==> config.mk <==
export PLATFORM = sky130hd
export DESIGN_NAME = uart_rx
export DESIGN_NICKNAME = d
export VERILOG_FILES = /design/src/rtl/uart_rx.sv
export SDC_FILE = /design/constraint.sdc
export NUM_CORES = 1
export LEC_CHECK = 0
export ABC_AREA = 1
export CORE_UTILIZATION = 55
export DETAILED_ROUTE_END_ITERATION = 6
export GPL_TIMING_DRIVEN = 0
export PLACE_DENSITY = 0.75
export SYNTH_ARGS = -nofsm -noshare
export SYNTH_HDL_FRONTEND = slang
export SYNTH_SLANG_ARGS = --single-unit
==> constraint.sdc <==
create_clock -name clk -period 1.75 [get_ports clk]
set_clock_uncertainty 0.1 [all_clocks]
set_input_delay 0.2625 -clock clk [delete_from_list [all_inputs] [get_ports clk]]
set_output_delay 0.2625 -clock clk [all_outputs]
set_load 0.005 [all_outputs]
==> src/rtl/uart_rx.sv <==
// UART receiver: 8N1, LSB first, idle-high line, sampled mid-bit on an
// oversampling tick; each good byte is presented with a one-clock valid pulse.
module uart_rx #(
  parameter int unsigned OVERSAMPLE = 16
) (
  input  logic       clk,
  input  logic       n_rst,
  input  logic       rxen,
  input  logic       rxd,
  output logic [7:0] rx_data,
  output logic       valid,
  output logic       frame_err,
  output logic       busy
);

  localparam int unsigned SW = $clog2(OVERSAMPLE);
  localparam logic [SW-1:0] START_CHK = SW'(OVERSAMPLE / 2 - 1);

  typedef enum logic [1:0] {
    IDLE  = 2'd0,
    START = 2'd1,
    DATA  = 2'd2,
    STOP  = 2'd3
  } state_t;

  logic          sync_q;
  logic          rxs_q;
  state_t        state_q;
  logic          armed_q;
  logic [SW-1:0] scnt_q;
  logic [SW-1:0] scnt_d;
  logic [2:0]    bcnt_q;
  logic [7:0]    sh_q;
  logic [7:0]    rx_data_q;
  logic          valid_q;
  logic          ferr_q;
  logic          busy_q;

  // Two-flop synchronizer; idle-high reset value keeps the line looking idle.
  always_ff @(posedge clk or negedge n_rst) begin
    if (!n_rst) begin
      sync_q <= 1'b1;
      rxs_q  <= 1'b1;
    end else begin
      sync_q <= rxd;
      rxs_q  <= sync_q;
    end
  end

  assign scnt_d = scnt_q + SW'(1);

  always_ff @(posedge clk or negedge n_rst) begin
    if (!n_rst) begin
      state_q   <= IDLE;
      armed_q   <= 1'b0;
      scnt_q    <= '0;
      bcnt_q    <= '0;
      sh_q      <= '0;
      rx_data_q <= '0;
      valid_q   <= 1'b0;
      ferr_q    <= 1'b0;
      busy_q    <= 1'b0;
    end else begin
      valid_q <= 1'b0;
      ferr_q  <= 1'b0;
      if (rxen) begin
        case (state_q)
          IDLE: begin
            if (rxs_q) begin
              armed_q <= 1'b1;
            end else if (armed_q) begin
              state_q <= START;
              scnt_q  <= '0;
              armed_q <= 1'b0;
              busy_q  <= 1'b1;
            end
          end
          START: begin
            scnt_q <= scnt_d;
            if (scnt_d == START_CHK) begin
              if (!rxs_q) begin
                state_q <= DATA;
                scnt_q  <= '0;
                bcnt_q  <= '0;
              end else begin
                state_q <= IDLE;
                busy_q  <= 1'b0;
              end
            end
          end
          DATA: begin
            scnt_q <= scnt_d;
            if (scnt_d == '0) begin
              sh_q   <= {rxs_q, sh_q[7:1]};
              bcnt_q <= bcnt_q + 3'd1;
              if (bcnt_q == 3'd7) state_q <= STOP;
            end
          end
          STOP: begin
            scnt_q <= scnt_d;
            if (scnt_d == '0) begin
              // A low stop bit leaves armed clear so a held-low break cannot restart.
              state_q <= IDLE;
              busy_q  <= 1'b0;
              armed_q <= rxs_q;
              if (rxs_q) begin
                rx_data_q <= sh_q;
                valid_q   <= 1'b1;
              end else begin
                ferr_q <= 1'b1;
              end
            end
          end
          default: state_q <= IDLE;
        endcase
      end
    end
  end

  assign rx_data   = rx_data_q;
  assign valid     = valid_q;
  assign frame_err = ferr_q;
  assign busy      = busy_q;

endmodule

==> Word-level counts from Yosys, hierarchy flattened <==
Cells that the tools add are included.
{ "op_classes": {"eq_ne": 13, "muxes": 33, "n_reduce_logical": 13, "addsub": 2} }
{ "ops": {"columns": ["op", "count"], "rows": [
  ["two-way mux 4 bit", 4],
  ["inequality test 2 bit (second input constant)", 8],
  ["two-way mux 1 bit", 14],
  ["two-way mux 2 bit", 7],
  ["AND reduction 7 bit", 2],
  ["case mux 4 bit (3 select lines)", 1],
  ["two-way mux 3 bit", 3],
  ["AND reduction 3 bit", 3],
  ["case mux 2 bit (4 select lines)", 1],
  ["case mux 3 bit (2 select lines)", 1],
  ["AND reduction 5 bit", 1],
  ["adder 4 x 1 -> 4 bit (second input constant)", 1],
  ["== test 2 bit (second input constant)", 2],
  ["== test 4 x 3 -> 1 bit (second input constant)", 1],
  ["logical NOT 4 bit", 1],
  ["AND reduction 4 bit", 1],
  ["nonzero test 2 bit", 2],
  ["adder 3 x 1 -> 3 bit (second input constant)", 1],
  ["== test 3 bit (second input constant)", 1],
  ["case mux 1 bit (3 select lines)", 1],
  ["nonzero test 3 bit", 1],
  ["== test 2 x 1 -> 1 bit (second input constant)", 1],
  ["logical NOT 2 bit", 1],
  ["case mux 1 bit (2 select lines)", 1],
  ["OR reduction 2 bit", 1]
]} }
{ "word_totals": {"reg_bits": 31, "output_inout_bits": 11} }

==> Depth between registers and ports, before layout <==
Gate-level depths: netlist of run 1.
{ "depth": {"word_depth": 5, "ltp_mapped": 12} }

==> Least setup slack after synthesis of run 1 <==
OpenSTA, ideal clock, no wires.
{ "synth_path": {"path_type": "reg2reg", "from": "reg scnt_q[1]", "to": "reg rx_data_q[0], in the netlist rx_data[0]", "setup_slack_ps": 138, "required_time_ps": 1531, "path_buffers": 1, "synth_period_minus_slack_ps": 1612, "path_stages_with_launch": 12, "t_arrival_ps": 1393, "setup_ps": 119, "cell_sequence": "dfrtp_1 ha_1 inv_1 nand2_1 nand2_1 nor2_2 nand2_2 inv_4 nand3_4 buf_6 o21ai_2 nand2_1"} }
{ "synth_via": {"elab_chain_cells": 3} }
{ "synth_lines": {"columns": ["item", "line_no", "text"], "rows": [
  ["from (decl)", "30", "logic [SW-1:0] scnt_q;"],
  ["from (signal assigned)", "79", "scnt_q <= scnt_d;"],
  ["from (signal assigned)", "92", "scnt_q <= scnt_d;"],
  ["from (signal assigned)", "100", "scnt_q <= scnt_d;"],
  ["adder 4 x 1 -> 4 bit", "50", "assign scnt_d = scnt_q + SW'(1);"],
  ["logical NOT 4 bit", "101", "if (scnt_d == '0) begin"],
  ["AND reduction 4 bit (no line)", null, null],
  ["to (signal assigned)", "107", "rx_data_q <= sh_q;"],
  ["to (decl)", "34", "logic [7:0] rx_data_q;"]
]} }
No other way between the ends.
A chain may end at the register's enable or synchronous reset.

==> Worst setup path after layout of run 1 <==
{ "layout_path": {"from": "reg scnt_q[1]", "to": "reg rx_data_q[6], in the netlist rx_data[6]"} }
The elaborated chain is that of the path after synthesis.

==> reports/qor.csv, run 1 <==
stage,metric,value,unit
status,status,finished clean,
route,num_vias,1230,
route,drc,0,
place,globalplace.congestion,0.814,
cells_and_area,final_area,1870,sq um
cts,clk_path_buf_depth,2,
place,dp_hpwl,2010,microns
setup_path,critPathLaunchType,register,
cts,clk_latency,320,ps
global_route,overflow,0,
sta,setup_violations,0,
cts,clk_pin_slew_worst_paths,90,ps
route,first_iter_violations,18,
global_route,grt_pass1_wl,4680,microns
cells_and_area,layout-drive-gt1-share,26.4,%
die,rows,18,
die,core-area,2570,sq um
sta,fin_setup_tns,0,ps
synth,yosysSeqAreaShare,50.5,%
place,dpl_cell_area,1710,sq um
cts,htree_levels,2,
route,drtAntennaViolNets,0,
cells_and_area,n_fill_cell,189,
die,fp.dieW,54.9,microns
die,die-area,3020,sq um
sta,period_minus_slack,1720,ps
global_route,antenna_found_initial,0,
setup_path,crit_required,1870,ps
setup_path,worstSetupPathType,reg -> reg,
cts,cts_buffers,5,
worst_hold_path,hp-class,in -> reg,
route,drtPass1Iterations,5,
synth,synthCells,173,
sta,relSlewSlack,55.2,%
route,wl,2970,microns
sta,hold_viol,0,
sta,worst_pin_slew,671,ps
die,io_pins,15,
sta,max_freq,582,MHz
power_and_ir_drop,finalPower,2280,uW
global_route,grt_max_degree,32,
route,drt-vias-per-instance,5.32,
cts,cts_root_buf,clkbuf_4,
power_and_ir_drop,p_leak,0.000953,uW
setup_path,crit_fanout,10,
synth,avgSynthCellArea,8.91,sq um
cts,cts_sinks,31,
global_route,grt_pass1_vias,1124,
sta,whs,179,ps
cts,cts_tree,built,
sta,period_share,98.2,%
synth,syn_area,1540,sq um
die,dieHeight,54.9,microns
synth,synth.distinct_cells,27,
power_and_ir_drop,powerDensity,1220,nW/um^2
route,wl_per_cell,12.9,microns
cells_and_area,layout.nets,209,
run,maxCapViolations,0,
synth,synth_nets,182,
synth,ys_ff_latch,31,
place,dp_slack,-223,ps
die,start_util,60.0,%
setup_path,cp.arrival,1840,ps
synth,yosysWarnings,0,
sta,finalWorstSetupSlack,32.3,ps
sta,rsz0062_at_grt,true,
global_route,track_usage,22.8,%
cells_and_area,syn2layout_area_growth,21.1,%
sta,maxSlewViolCount,0,
place,port_buffers,13,
power_and_ir_drop,vdd_drop_max,871,uV
cells_and_area,antenna_cells,0,
setup_path,cp-end-kind,register,
## cells in the final DEF, fill, tap and decap left out, types with 2 or more instances in the layout
master and instances:
clkbuf_4 5, nand2_2 6, dfrtp_1 29, nand3_4 2, nand3_1 5, o21ai_2 12
nand2_1 52, nand2_4 2, clkdlybuf4s50_1 12, nor2_1 9, nand4_1 5, dfstp_2 2
o21ai_0 4, inv_1 18, nor2_2 3, ha_1 4, clkbuf_1 3, buf_4 5
inv_2 3, a21oi_2 3, buf_2 2
## worst max-delay path, cell delays in order (launching register included)
cell and delay (ps):
dfrtp_1 400, ha_2 220, inv_2 50, nand2_2 60, nand2_2 60, nor2_2 90
nand2_2 100, inv_4 110, nand3_4 90, buf_6 170, o21ai_2 110, nand2_1 60
## cell families (layout without fill, tap and decap cells)
group	count (synthesis)	in the layout	share of synthesized area, %
DFF	31	31	50.5
and+or+nand+nor	86	87	24.9
adders and majority gates	5	5	4.06
buffers and inverters	26	53	7.79
AOI/OAI and AO/OA	25	25	12.7
## area by class of cell
cell class              count  area, sq um  area share [%]
inverters                  22         85.1            4.56
clock buffers               8         48.8            2.61
plain buffers               4         38.8            2.08
repair buffers             19          190            10.2
multi-input cells         117          688            36.9
flip-flops and latches     31          778            41.7
well taps                  30         37.5            2.01
## per-stage QoR
stage	std cells	util, %
after floorplan	173	-
after global placement	216	66.6
after detailed placement	216	66.6
after CTS	226	69.2
after global routing	231	72.7
final	231	72.7
## report_power, final
part / internal [uW] / total [uW] / switching, uW
Sequential: 884 / 1040 / 155
Combinational: 352 / 855 / 502
Clock: 160 / 386 / 226
Total: 1400 / 2280 / 883
## flip-flops by register name, summed over array words and instances, names as in the netlist, named ones only
name and flops:
rx_data 8, sh_q 8, scnt_q 4, bcnt_q 3
armed_q 1, busy 1, frame_err 1, rxs_q 1
state_q 1, sync_q 1, valid 1
## metal layers
metal	wire length [microns]	track usage, %	vias to the layer above
met5	0	0	-
met4	58	13.3	0
met3	69	5.19	7
met2	1550	40.8	13
met1	1300	24.3	601
li1	-	-	609
## path summary, 6_finish.rpt
kind / cells past startpoint / slack [ps] / from / endpoint
hold / removal: 3 / 180 / rxen / bcnt_q[2]$_DFFE_PN0P_
setup reg to reg: 11 / 30 / scnt_q[1]$_DFFE_PN0P_ / rx_data[6]$_DFFE_PN0P_
setup / recovery: 11 / 30 / scnt_q[1]$_DFFE_PN0P_ / rx_data[6]$_DFFE_PN0P_
max in group asynchronous: 2 / 710 / n_rst / bcnt_q[0]$_DFFE_PN0P_
min in group asynchronous: 2 / 410 / n_rst / rx_data[5]$_DFFE_PN0P_
hold reg to reg: 0 / 260 / sync_q$_DFF_PN1_ / rxs_q$_DFF_PN1_
## Yosys cell counts
cell      instances  area (sq um)
a21oi_1           1          5.00
a21oi_2           3          26.3
buf_2             1          5.00
buf_4             1          7.51
buf_6             2          22.5
dfrtp_1          29           726
dfstp_2           2          52.6
ha_1              5          62.6
inv_1            20          75.1
inv_2             1          3.75
inv_4             1          6.26
nand2_1          59           221
nand2_2           1          6.26
nand3_1           5          25.0
nand3_4           2          35.0
nand4_1           5          31.3
nor2_1           11          41.3
nor2_2            1          6.26
nor2_4            1          11.3
o211ai_2          1          12.5
o21ai_0           4          20.0
o21ai_1           1          5.00
o21ai_2          12           105
o22ai_1           1          6.26
o31ai_1           1          7.51
o32ai_1           1          8.76
or2_0             1          6.26
## repair_timing
item,CTS,global route
buffers inserted,2,2
cloned,0,2
gates resized for setup,1,14
hold endpoints to repair,0,29
hold buffers,0,1
setup endpoints to repair,18,21
pin swaps,0,4
No activity file was read; power rests on OpenSTA's default activity.
==> inputs of run 2 (changes only) <==
--- a/config.mk
+++ b/config.mk
@@ -6,6 +6,7 @@
 export NUM_CORES = 1
 export LEC_CHECK = 0
 export ABC_AREA = 1
+export CORE_MARGIN = 4
 export CORE_UTILIZATION = 55
 export DETAILED_ROUTE_END_ITERATION = 6
 export GPL_TIMING_DRIVEN = 0
==> run 2 against run 1 <==
Compared with the run above:
- the run now ends with negative setup slack left
- non-clock buffer count increased by 1
- die area increased by 23%
- clock-buffer cell count unchanged
- critical path depth unchanged
- sequential power about the same
- power increased by 0.65%
- combinational power increased by 2%
- hold slack got worse by 11 ps
- critical path type unchanged
==> reports/qor.csv, run 2 (synthesis results as in run 1) <==
stage,metric,value,unit
place,dp_hpwl,2050,microns
cts,cts_root_buf,clkbuf_4,
route,drt-vias-per-instance,5.35,
cells_and_area,syn2layout_area_growth,20.6,%
setup_path,cp_top_family,simple AND/OR/NAND/NOR gates,
route,wl,3050,microns
place,globalplace.congestion,0.906,
sta,period_share,102,%
status,violations,negative setup slack,
sta,period_minus_slack,1780,ps
setup_path,worstSetupPathType,reg -> reg,
sta,hold_viol,0,
setup_path,crit_required,1870,ps
setup_path,cp-end-kind,register,
setup_path,critPathLaunchType,register,
route,wl_per_cell,13.2,microns
global_route,grt_most_used_layer,met2,
setup_path,crit_fanout,5,
sta,relSlewSlack,55.4,%
global_route,grt_pass1_wl,4990,microns
die,start_util,60.0,%
cells_and_area,final_common_cell,nand2_1,
global_route,antenna_found_initial,0,
setup_path,path_common_cell,nand2_2,
setup_path,cp.arrival,1900,ps
sta,max_freq,561,MHz
cells_and_area,antenna_cells,0,
cts,htree_levels,2,
die,io_pins,15,
cts,cts_sinks,31,
global_route,grt_max_degree,32,
run,maxCapViolations,0,
global_route,track_usage,18.3,%
cts,clk_path_buf_depth,2,
cells_and_area,layout-drive-gt1-share,25.4,%
cts,cts_tree,built,
cts,cts_buffers,5,
place,dpl_cell_area,1710,sq um
route,drtPass1Iterations,4,
die,core-area,2570,sq um
setup_path,critical-path-slowest-cell,dfrtp_1,
power_and_ir_drop,p_leak,0.000962,uW
setup_path,crit_chain,ha_2 -> inv_2 -> nand2_2 -> nand2_2 -> nor2_2 -> nand2_2 -> inv_4 -> nand3_4 -> clkbuf_16 -> o21ai_2 -> nand2_1,
cells_and_area,final_area,1860,sq um
global_route,grtUsageMet2,32.2,%
sta,maxSlewViolCount,0,
place,dp_cells,216,
cts,clk_pin_slew_worst_paths,90,ps
global_route,grt_pass1_vias,1192,
cts,clk_latency,330,ps
sta,rsz0062_at_grt,true,
route,drc,0,
sta,setup_violations,9,
sta,finalWorstSetupSlack,-33.7,ps
cells_and_area,instances_no_fill,231,
cells_and_area,most-common-layout-cells,"55 x nand2_1, 29 x dfrtp_1, 18 x inv_1",
route,first_iter_violations,68,
status,status,"complete, but fails checks",
global_route,gr-usage-met3,6.38,%
power_and_ir_drop,vdd_drop_max,958,uV
die,fp.dieW,60.9,microns
die,rows,18,
global_route,overflow,0,
place,dp_slack,-217,ps
setup_path,crit_buf_inv,3,
worst_hold_path,hp-class,in -> reg,
global_route,met1_usage,20.8,%
sta,worst_pin_slew,669,ps
cells_and_area,layout.nets,209,
setup_path,critPathMaxStageDelay,400,ps
sta,fin_setup_tns,-137,ps
route,drtAntennaViolNets,0,
die,dieHeight,60.9,microns
die,die-area,3710,sq um
power_and_ir_drop,powerDensity,1230,nW/um^2
route,num_vias,1235,
place,port_buffers,13,
run 2: worst paths after layout:
path,start,end,slack (ps),depth (start not counted)
min in group asynchronous,n_rst,scnt_q[2]$_DFFE_PN0P_,390,2
max in group asynchronous,n_rst,bcnt_q[1]$_DFFE_PN0P_,710,2
max,scnt_q[0]$_DFFE_PN0P_,rx_data[3]$_DFFE_PN0P_,-30,11
max reg2reg,scnt_q[0]$_DFFE_PN0P_,rx_data[3]$_DFFE_PN0P_,-30,11
min,rxen,bcnt_q[2]$_DFFE_PN0P_,170,3
min reg2reg,sync_q$_DFF_PN1_,rxs_q$_DFF_PN1_,260,0
run 2: metal layers:
metal	vias to the layer above	routed length (microns)
met3	11	112
met2	25	1620
met4	0	84
met5	-	0
met1	594	1230
li1	605	-
run 2: area by class of cell:
class / count / area [sq um]
inverter: 22 / 85.1
sequential: 31 / 778
buffer: 4 / 43.8
clock buffer: 8 / 48.8
timing repair buffer: 20 / 198
tap: 30 / 37.5
multi-input combinational: 116 / 668
fill: 200 / 708
run 2: what timing repair did:
| action | 4_1_cts | 5_1_grt |
|---|---|---|
| endpoints found under the setup margin | 18 | 23 |
| buffers inserted | 2 | 3 |
| hold buffers | 0 | 1 |
| gates resized for setup | 0 | 14 |
| cloned | 0 | 1 |
| pin swaps | 0 | 12 |
| endpoints found under the hold margin | 0 | 29 |
run 2: per-stage QoR:
step | util, % | total power (uW) | hold slack [ps]
6_report | 72.4 | 2290 | 168
5_1_grt | 72.4 | 2480 | 178
4_1_cts | 69.1 | 2200 | 154
3_5_place_dp | 66.6 | 1790 | 248
3_3_place_gp | 66.6 | 1740 | 245
2_1_floorplan | - | 1550 | -133
run 2: power breakdown:
part | total (uW) | internal [uW] | switching (uW)
sequential | 1030 | 884 | 143
clock | 394 | 160 | 234
combinational | 873 | 352 | 521
total | 2290 | 1400 | 898
run 2: worst min-delay path, stage by stage:
cell	delay [ps]
buf_4	150
nand4_1	90
nand2_1	50
==> inputs of run 3 (changes only) <==
--- a/config.mk
+++ b/config.mk
@@ -8,9 +8,11 @@
 export ABC_AREA = 1
 export CORE_MARGIN = 4
 export CORE_UTILIZATION = 55
+export CTS_BUF_LIST = sky130_fd_sc_hd__clkbuf_2
 export DETAILED_ROUTE_END_ITERATION = 6
 export GPL_TIMING_DRIVEN = 0
 export PLACE_DENSITY = 0.75
+export SKIP_CTS_REPAIR_TIMING = 1
 export SYNTH_ARGS = -nofsm -noshare
 export SYNTH_HDL_FRONTEND = slang
 export SYNTH_SLANG_ARGS = --single-unit
==> run 3 against run 2 <==
Compared with the run above:
- the run now ends clean
- hold slack lost 42 ps
- non-clock buffer count decreased by 1
- cell area grew 0.81%
- clock power fell by 12%
- largest cell class unchanged
- critical path depth is 1 lower
- critical path type unchanged
- register-to-register slack improved by 40 ps
- maximum frequency is 2.4% higher
- highest routed layer unchanged
==> reports/qor.csv, run 3 (synthesis results as in run 1) <==
stage,metric,value,unit
sta,period_minus_slack,1740,ps
cts,clk_latency,350,ps
die,start_util,60.0,%
route,wl_per_cell,12.9,microns
cts,clk_pin_slew_worst_paths,150,ps
sta,period_share,99.5,%
global_route,track_usage,18.4,%
setup_path,r2r-start,scnt_q[0]$_DFFE_PN0P_,
cells_and_area,layout.nets,209,
status,status,finished clean,
power_and_ir_drop,p_sw_share,39.4,%
setup_path,reg2reg_to,rx_data[3]$_DFFE_PN0P_,
sta,fin_setup_tns,0,ps
place,dpl_cell_area,1710,sq um
cells_and_area,final_common_cell,nand2_1,
setup_path,cp.arrival,1900,ps
setup_path,worstSetupPathType,reg -> reg,
run,maxCapViolations,0,
cells_and_area,most-common-layout-cells,"53 x nand2_1, 27 x dfrtp_1, 17 x inv_1",
power_and_ir_drop,vdd_drop_max,889,uV
die,fp.dieW,60.9,microns
route,drt-vias-per-instance,5.39,
sta,finalWorstSetupSlack,8.14,ps
cts,htree_levels,2,
power_and_ir_drop,p_clk_share,15.2,%
cells_and_area,layout-drive-gt1-share,29.4,%
setup_path,cp-end-kind,register,
setup_path,r2r_setup_slack,8,ps
cts,cts_root_buf,clkbuf_2,
cts,cts_sinks,31,
place,globalplace.congestion,0.906,
cells_and_area,syn2layout_area_growth,21.6,%
setup_path,critPathLaunchType,register,
power_and_ir_drop,p_int,1370,uW
setup_path,crit_path_start,scnt_q[0]$_DFFE_PN0P_,
sta,rsz0062_at_grt,true,
sta,hold_viol,0,
die,io_pins,15,
cells_and_area,final_area,1870,sq um
die,core-area,2570,sq um
cells_and_area,antenna_cells,0,
power_and_ir_drop,combPwrFrac,38.3,%
setup_path,crit_required,1910,ps
die,dieHeight,60.9,microns
die,rows,18,
route,num_vias,1244,
cts,clk_path_buf_depth,2,
cts,cts_buffers,5,
worst_hold_path,worstHoldPathCells,3,
setup_path,crit_path_end,rx_data[3]$_DFFE_PN0P_,
power_and_ir_drop,pwr-share-seq,46.5,%
cts,cts_tree,built,
power_and_ir_drop,powerDensity,1210,nW/um^2
route,wl,2970,microns
route,drc,0,
global_route,grt_pass1_wl,4980,microns
sta,worst_pin_slew,684,ps
global_route,grt_max_degree,32,
route,drtAntennaViolNets,0,
global_route,overflow,0,
sta,setup_violations,0,
route,drtPass1Iterations,5,
global_route,grt_pass1_vias,1185,
setup_path,crit_fanout,5,
global_route,antenna_found_initial,0,
power_and_ir_drop,p_leak,0.000965,uW
sta,relSlewSlack,54.4,%
route,first_iter_violations,77,
sta,max_freq,574,MHz
power_and_ir_drop,p_sw,892,uW
place,dp_hpwl,2050,microns
place,dp_slack,-217,ps
sta,maxSlewViolCount,0,
place,port_buffers,13,
worst_hold_path,hp-class,in -> reg,
die,die-area,3710,sq um
setup_path,reg2reg_depth,10,
run 3: final cells by class:
class,count,area [sq um]
timing repair buffer,19,203
tap,30,37.5
multi-input combinational,117,684
fill,194,693
sequential,31,781
clock buffer,8,40.0
buffer,4,43.8
inverter,22,85.1
run 3: metal layers:
metal | up-vias | track usage, % | wire [microns]
met1 | 600 | 20.9 | 1160
met2 | 31 | 31.8 | 1590
li1 | 606 | - | -
met4 | 0 | 7.74 | 67
met5 | - | 0 | 0
met3 | 7 | 5.74 | 149
run 3: worst max-delay path: stages, from the launching register on:
cell and delay, ps:
dfrtp_2 480, ha_4 190, nand2_2 70, nand2_2 50, nor2_2 90, nand2_2 100
inv_4 100, nand3_4 130, clkbuf_16 190, o21ai_2 100, nand2_1 60
run 3: how the worst min path moves through the flow:
stage | endpoint | from | slack (ps)
final | bcnt_q[2]$_DFFE_PN0P_ | rxen | 130
after global routing | bcnt_q[2]$_DFFE_PN0P_ | rxen | 120
after CTS | bcnt_q[2]$_DFFE_PN0P_ | rxen | 110
after detailed placement | rxs_q$_DFF_PN1_ | sync_q$_DFF_PN1_ | 250
after global placement | rxs_q$_DFF_PN1_ | sync_q$_DFF_PN1_ | 250
after floorplan | asynchronous set/reset pin | n_rst | -130
run 3: per-stage QoR:
step / util [%] / hold slack (ps) / instances / power [uW]
floorplan: - / -133 / 173 / 1550
global placement: 66.6 / 245 / 216 / 1740
detailed placement: 66.6 / 248 / 216 / 1790
CTS: 68.1 / 109 / 224 / 2130
global route: 73.0 / 117 / 231 / 2450
finish: 73.0 / 126 / 231 / 2260
run 3: power groups by stage:
stage	Sequential, uW	Clock [uW]	Combinational, uW
2_1_floorplan	1020	0	527
3_3_place_gp	1040	0	700
3_5_place_dp	1050	0	736
4_1_cts	1040	359	740
5_1_grt	1070	397	981
6_report	1050	345	866
